[config.mk]
export PLATFORM = sky130hd
export DESIGN_NAME = rf_write_arbiter
export DESIGN_NICKNAME = d
export VERILOG_FILES = /design/src/rtl/rf_write_arbiter.sv
export SDC_FILE = /design/constraint.sdc
export NUM_CORES = 1
export LEC_CHECK = 0
export CELL_PAD_IN_SITES_DETAIL_PLACEMENT = 1
export CELL_PAD_IN_SITES_GLOBAL_PLACEMENT = 1
export CORE_MARGIN = 2
export CORE_UTILIZATION = 25
export CTS_BUF_LIST = sky130_fd_sc_hd__clkbuf_16
export DETAILED_ROUTE_END_ITERATION = 7
export HOLD_SLACK_MARGIN = 0.02
export PLACE_DENSITY = 0.85
export SLEW_MARGIN = 20
export SYNTH_ARGS = -nofsm -noshare
export SYNTH_HDL_FRONTEND = slang
export SYNTH_SLANG_ARGS = --single-unit
[constraint.sdc]
create_clock -name clk -period 2.6 [get_ports clk]
set_input_delay 0.65 -clock clk [delete_from_list [all_inputs] [get_ports clk]]
set_output_delay 0.65 -clock clk [all_outputs]
set_load 0.1 [all_outputs]
[src/rtl/rf_write_arbiter.sv]
// rf_write_arbiter: round-robin arbiter and sequencer for the register-file
// write port. One grant per two cycles (IDLE -> WRITE -> IDLE). All outputs
// are registered and are loaded on the grant edge, so they are visible
// during the WRITE cycle. The busy output mirrors the FSM state.
//
// Handshake: a requester raises req[i] with its address and data and holds
// all three stable. ack[i] pulses for exactly one cycle, in the WRITE
// cycle. The requester drops req[i] by the clock edge that ends that cycle.
// A req still high at the next IDLE edge is taken as a new request.
module rf_write_arbiter #(
  parameter int N_REQ   = 4,
  parameter int DATA_W  = 8,
  parameter bit ZERO_RO = 1'b1
) (
  input  logic                      clk,
  input  logic                      rst,
  input  logic [N_REQ-1:0]          req,
  input  logic [4*N_REQ-1:0]        req_addr,
  input  logic [DATA_W*N_REQ-1:0]   req_data,
  input  logic                      stall,
  output logic [N_REQ-1:0]          ack,
  output logic [15:0]               we_onehot,
  output logic [DATA_W-1:0]         wr_data,
  output logic                      wr_valid,
  output logic                      drop,
  output logic                      busy
);

  localparam int PTR_W = (N_REQ > 1) ? $clog2(N_REQ) : 1;

  typedef enum logic {IDLE = 1'b0, WRITE = 1'b1} state_t;

  state_t             state_q;
  logic [PTR_W-1:0]   ptr_q;
  logic [PTR_W-1:0]   win_idx_q;

  logic               sel_found;
  logic [PTR_W-1:0]   sel_idx;
  logic [3:0]         sel_addr;
  logic [DATA_W-1:0]  sel_data;
  logic               sel_zero_hit;
  logic [PTR_W-1:0]   ptr_d;

  // Winner search: first active request starting at ptr_q, wrapping modulo N_REQ.
  always_comb begin : pick
    logic [PTR_W:0]   sum;
    logic [PTR_W-1:0] cand;
    sel_found = 1'b0;
    sel_idx   = '0;
    sum       = '0;
    cand      = '0;
    for (int k = 0; k < N_REQ; k++) begin
      sum = {1'b0, ptr_q} + (PTR_W+1)'(k);
      if (sum >= (PTR_W+1)'(N_REQ)) begin
        sum = sum - (PTR_W+1)'(N_REQ);
      end
      cand = sum[PTR_W-1:0];
      if (!sel_found && req[cand]) begin
        sel_found = 1'b1;
        sel_idx   = cand;
      end
    end
  end

  // Mux out the winner's address and data with constant slices.
  always_comb begin
    sel_addr = '0;
    sel_data = '0;
    for (int i = 0; i < N_REQ; i++) begin
      if (sel_idx == PTR_W'(i)) begin
        sel_addr = req_addr[4*i +: 4];
        sel_data = req_data[DATA_W*i +: DATA_W];
      end
    end
  end

  assign sel_zero_hit = ZERO_RO && (sel_addr == 4'd0);

  // Pointer advance after a grant: one past the winner, wrapping to 0.
  always_comb begin
    ptr_d = win_idx_q + 1'b1;
    if (win_idx_q == PTR_W'(N_REQ - 1)) begin
      ptr_d = '0;
    end
  end

  // FSM plus registered outputs; outputs for the WRITE cycle load on the grant edge.
  always_ff @(posedge clk) begin
    if (rst) begin
      state_q   <= IDLE;
      ptr_q     <= '0;
      win_idx_q <= '0;
      ack       <= '0;
      we_onehot <= '0;
      wr_data   <= '0;
      wr_valid  <= 1'b0;
      drop      <= 1'b0;
      busy      <= 1'b0;
    end else begin
      case (state_q)
        IDLE: begin
          if (!stall && sel_found) begin
            state_q   <= WRITE;
            win_idx_q <= sel_idx;
            ack       <= {{(N_REQ-1){1'b0}}, 1'b1} << sel_idx;
            wr_data   <= sel_data;
            busy      <= 1'b1;
            if (sel_zero_hit) begin
              we_onehot <= '0;
              wr_valid  <= 1'b0;
              drop      <= 1'b1;
            end else begin
              we_onehot <= 16'h0001 << sel_addr;
              wr_valid  <= 1'b1;
              drop      <= 1'b0;
            end
          end else begin
            ack       <= '0;
            we_onehot <= '0;
            wr_valid  <= 1'b0;
            drop      <= 1'b0;
            busy      <= 1'b0;
          end
        end
        WRITE: begin
          state_q   <= IDLE;
          ptr_q     <= ptr_d;
          ack       <= '0;
          we_onehot <= '0;
          wr_valid  <= 1'b0;
          drop      <= 1'b0;
          busy      <= 1'b0;
        end
        default: begin
          state_q <= IDLE;
        end
      endcase
    end
  end

endmodule

==> results.cfg <==
[yosys]
syn-num-nets = 205
synthesis.area_mm2 = 0.001583
synth_edf_count = 0
syn_inst = 149
synthDistinctLibCells = 38
synth.ff_latch_count = 35
synth-seq-area-share_pct = 44.27
ys_warn_count = 0
synthArstFlopShare_pct = 0
avgSynthCellArea_um2 = 10.62
synth-main-ff-cell = dfxtp_1

[worst_setup_path]
timing.rr.start = ptr_q[1]
reg2regPathDepth = 6
critical-path-slowest-cell = or4_4
worst_path_largest_cell_delay_ps = 580
arrival_ps = 2620
critPathLaunchType = input pin
ff2ff_setup_slack_ps = 190
rr_endpoint = we_onehot[10]
required_ps = 2800
critPathKind = input pin to flop
crit_fanout = 4
crit_end = we_onehot[10]
critical_path.cell_chain = clkdlybuf4s50_1, o22ai_4, mux4_2, or4_4, nor3_2
startpoint = req[3]
end_kind = flop

[worst_hold_path]
holdCritPathClass = flop to flop
whs_path_depth = 1

[grt]
grt_use_total_pct = 13.31
grt_pass1_wl_um = 7521
overflow = 0
grt_pass1_vias = 1598
grt_max_degree = 13
antenna_found_initial = 0

[drt]
drtAntennaViolNets = 0
post-route-drc-count = 0
vias = 1525
viasPerCell = 4.593
drt_iter0_drc = 14
drt-wirelength-per-cell_um = 14.03
wirelength_um = 4659
drtPass1Iterations = 3

[die]
core_mm2 = 0.006026
die_area_mm2 = 0.006984
fp.dieW_um = 83.57
initial_core_util_pct = 26.27
rows = 28
io_pins = 86
die_h_um = 83.57

[cts]
clock-sinks = 35
clock_latency_ps = 270
cts_root_buf = clkbuf_16
postCtsHoldBufs = 0
clockBufferDepth = 2
cts_buffers = 5
h-tree-depth = 2
path_clk_slew_ps = 50
cts_tree = yes

[power]
irDropWorstVdd_mv = 0.2662
p_leak_nw = 1.204
power.density_mw_per_mm2 = 590.4

[timing]
setup_violations = 0
rsz0062_at_grt = no
tns_ps = 0
fmax_ghz = 0.4135
fin_ws_ps = 181.5
timing_hold_violations_final = 0
finClkSkew_ps = 3.032
fin_crit_sh_pct = 93.02
min_period_ps = 2418
final_max_slew_viol_count = 0

[finish]
nets = 312
seq_area_um2 = 700.7
fill_cells = 665
antennaDiodeCount = 0
utilization_pct = 46.62
multi_input_area_um2 = 907.1
area_delta_synth_final_pct = 77.47
layout-drive-gt1-share_pct = 32.68

[place]
globalplace.congestion = 0.7703
numPortBuffers = 85
hpwl_um = 3727
post-place-ws_ps = -349.7

[run_status]
status = finished, final reports clean

[flow_run]
max_cap_viol_count = 0
## metal layers
layer	vias up	global-route usage (%)	wire length (um)	part of all wire (%)
li1	768	-	-	-
met2	59	22.91	2393	51
met1	694	15.42	1934	42
met5	-	0	0	0
met4	0	5.279	38	0.82
met3	4	3.956	293	6.3
## critical path, delay by kind of cell
| kind | cells | cell delay [ps] |
|---|---|---|
| simple gates | 2 | 710 |
| mux | 1 | 530 |
| buf+inv | 1 | 510 |
| compound gates | 1 | 210 |
## placed cells by master, fill, tap and decap left out, types with 2 or more instances in the layout
cell type,count
clkdlybuf4s50_1,51
buf_4,51
dfxtp_1,35
mux2i_1,30
nor3_1,12
nor2_1,9
a22o_1,8
nor3_2,6
clkbuf_16,5
nand3_1,4
inv_1,3
a21oi_1,3
dlymetal6s2s_1,3
a21oi_2,2
mux2i_2,2
o22a_1,2
o21ai_0,2
and3_1,2
## flip-flops by register name (all words and copies together) (netlist names)
register / cells
ack: 4
drop: 1
ptr_q: 2
state_q: 1
we_onehot: 16
win_idx_q: 2
wr_data: 8
wr_valid: 1
## cells in the mapped netlist, types with 2 or more instances
library cell	instances	share of area (%)
mux2_2	2	1.4
and3_1	2	0.79
nor2_1	9	2.1
nor3_1	15	4.7
a22o_1	8	4.4
mux2i_1	33	21
buf_4	2	0.95
a21oi_1	3	0.95
a21oi_2	2	1.1
o22a_1	2	1.1
buf_1	2	0.47
nor3_2	4	2.5
nand3_1	4	1.3
clkbuf_1	2	0.47
o21ai_0	2	0.63
dfxtp_1	35	44
## where the power goes
part	internal, mW	leakage, nW	switching, mW
clock	0.345	0.0762	0.205
sequential	0.562	0.285	0.0148
combinational	0.221	0.843	0.311
total	1.13	1.20	0.531
## kinds of logic after synthesis
group / count (synthesis) / synth area share [%]
and+or+nand+nor: 42 / 15.02
muxes: 36 / 23.72
DFF: 35 / 44.27
AOI/OAI and AO/OA: 25 / 12.89
buffers and inverters: 9 / 3.083
adders and majority gates: 1 / 0.7904
other: 1 / 0.2369
## how the worst min path moves through the flow
stage | startpoint | slack, ps | to
4_1_cts | wr_data[0] | 480 | wr_data[0]
3_3_place_gp | wr_data[0] | 460 | wr_data[0]
2_1_floorplan | win_idx_q[1] | 460 | win_idx_q[1]
6_report | wr_data[4] | 480 | wr_data[4]
3_5_place_dp | wr_data[0] | 460 | wr_data[0]
5_1_grt | wr_data[6] | 500 | wr_data[6]
## final cells by class
| class | count | area share, % |
|---|---|---|
| clock buffers | 5 | 4.454 |
| flip-flops and latches | 35 | 24.94 |
| well taps | 75 | 3.341 |
| repair buffers | 107 | 34.25 |
| inverters | 2 | 0.2673 |
| clock inverters | 3 | 0.4454 |
| multi-input cells | 105 | 32.29 |
## what timing repair did
item | in CTS | in global routing
resized for setup | 1 | 17
pin swaps | 1 | 4
setup endpoints to repair | 10 | 23
buffers inserted | 0 | 1
## metrics by stage
stage,instance area [um2],hold slack [ps],total power [mW],instances
2_1_floorplan,1583,458.6,0.9008,149
4_1_cts,2720,484.2,1.661,331
3_3_place_gp,2579,458.0,1.090,323
5_1_grt,2809,504.3,1.738,332
6_report,2809,484.0,1.659,332
3_5_place_dp,2579,464.6,1.098,323
No activity file was read; power rests on OpenSTA's default activity.
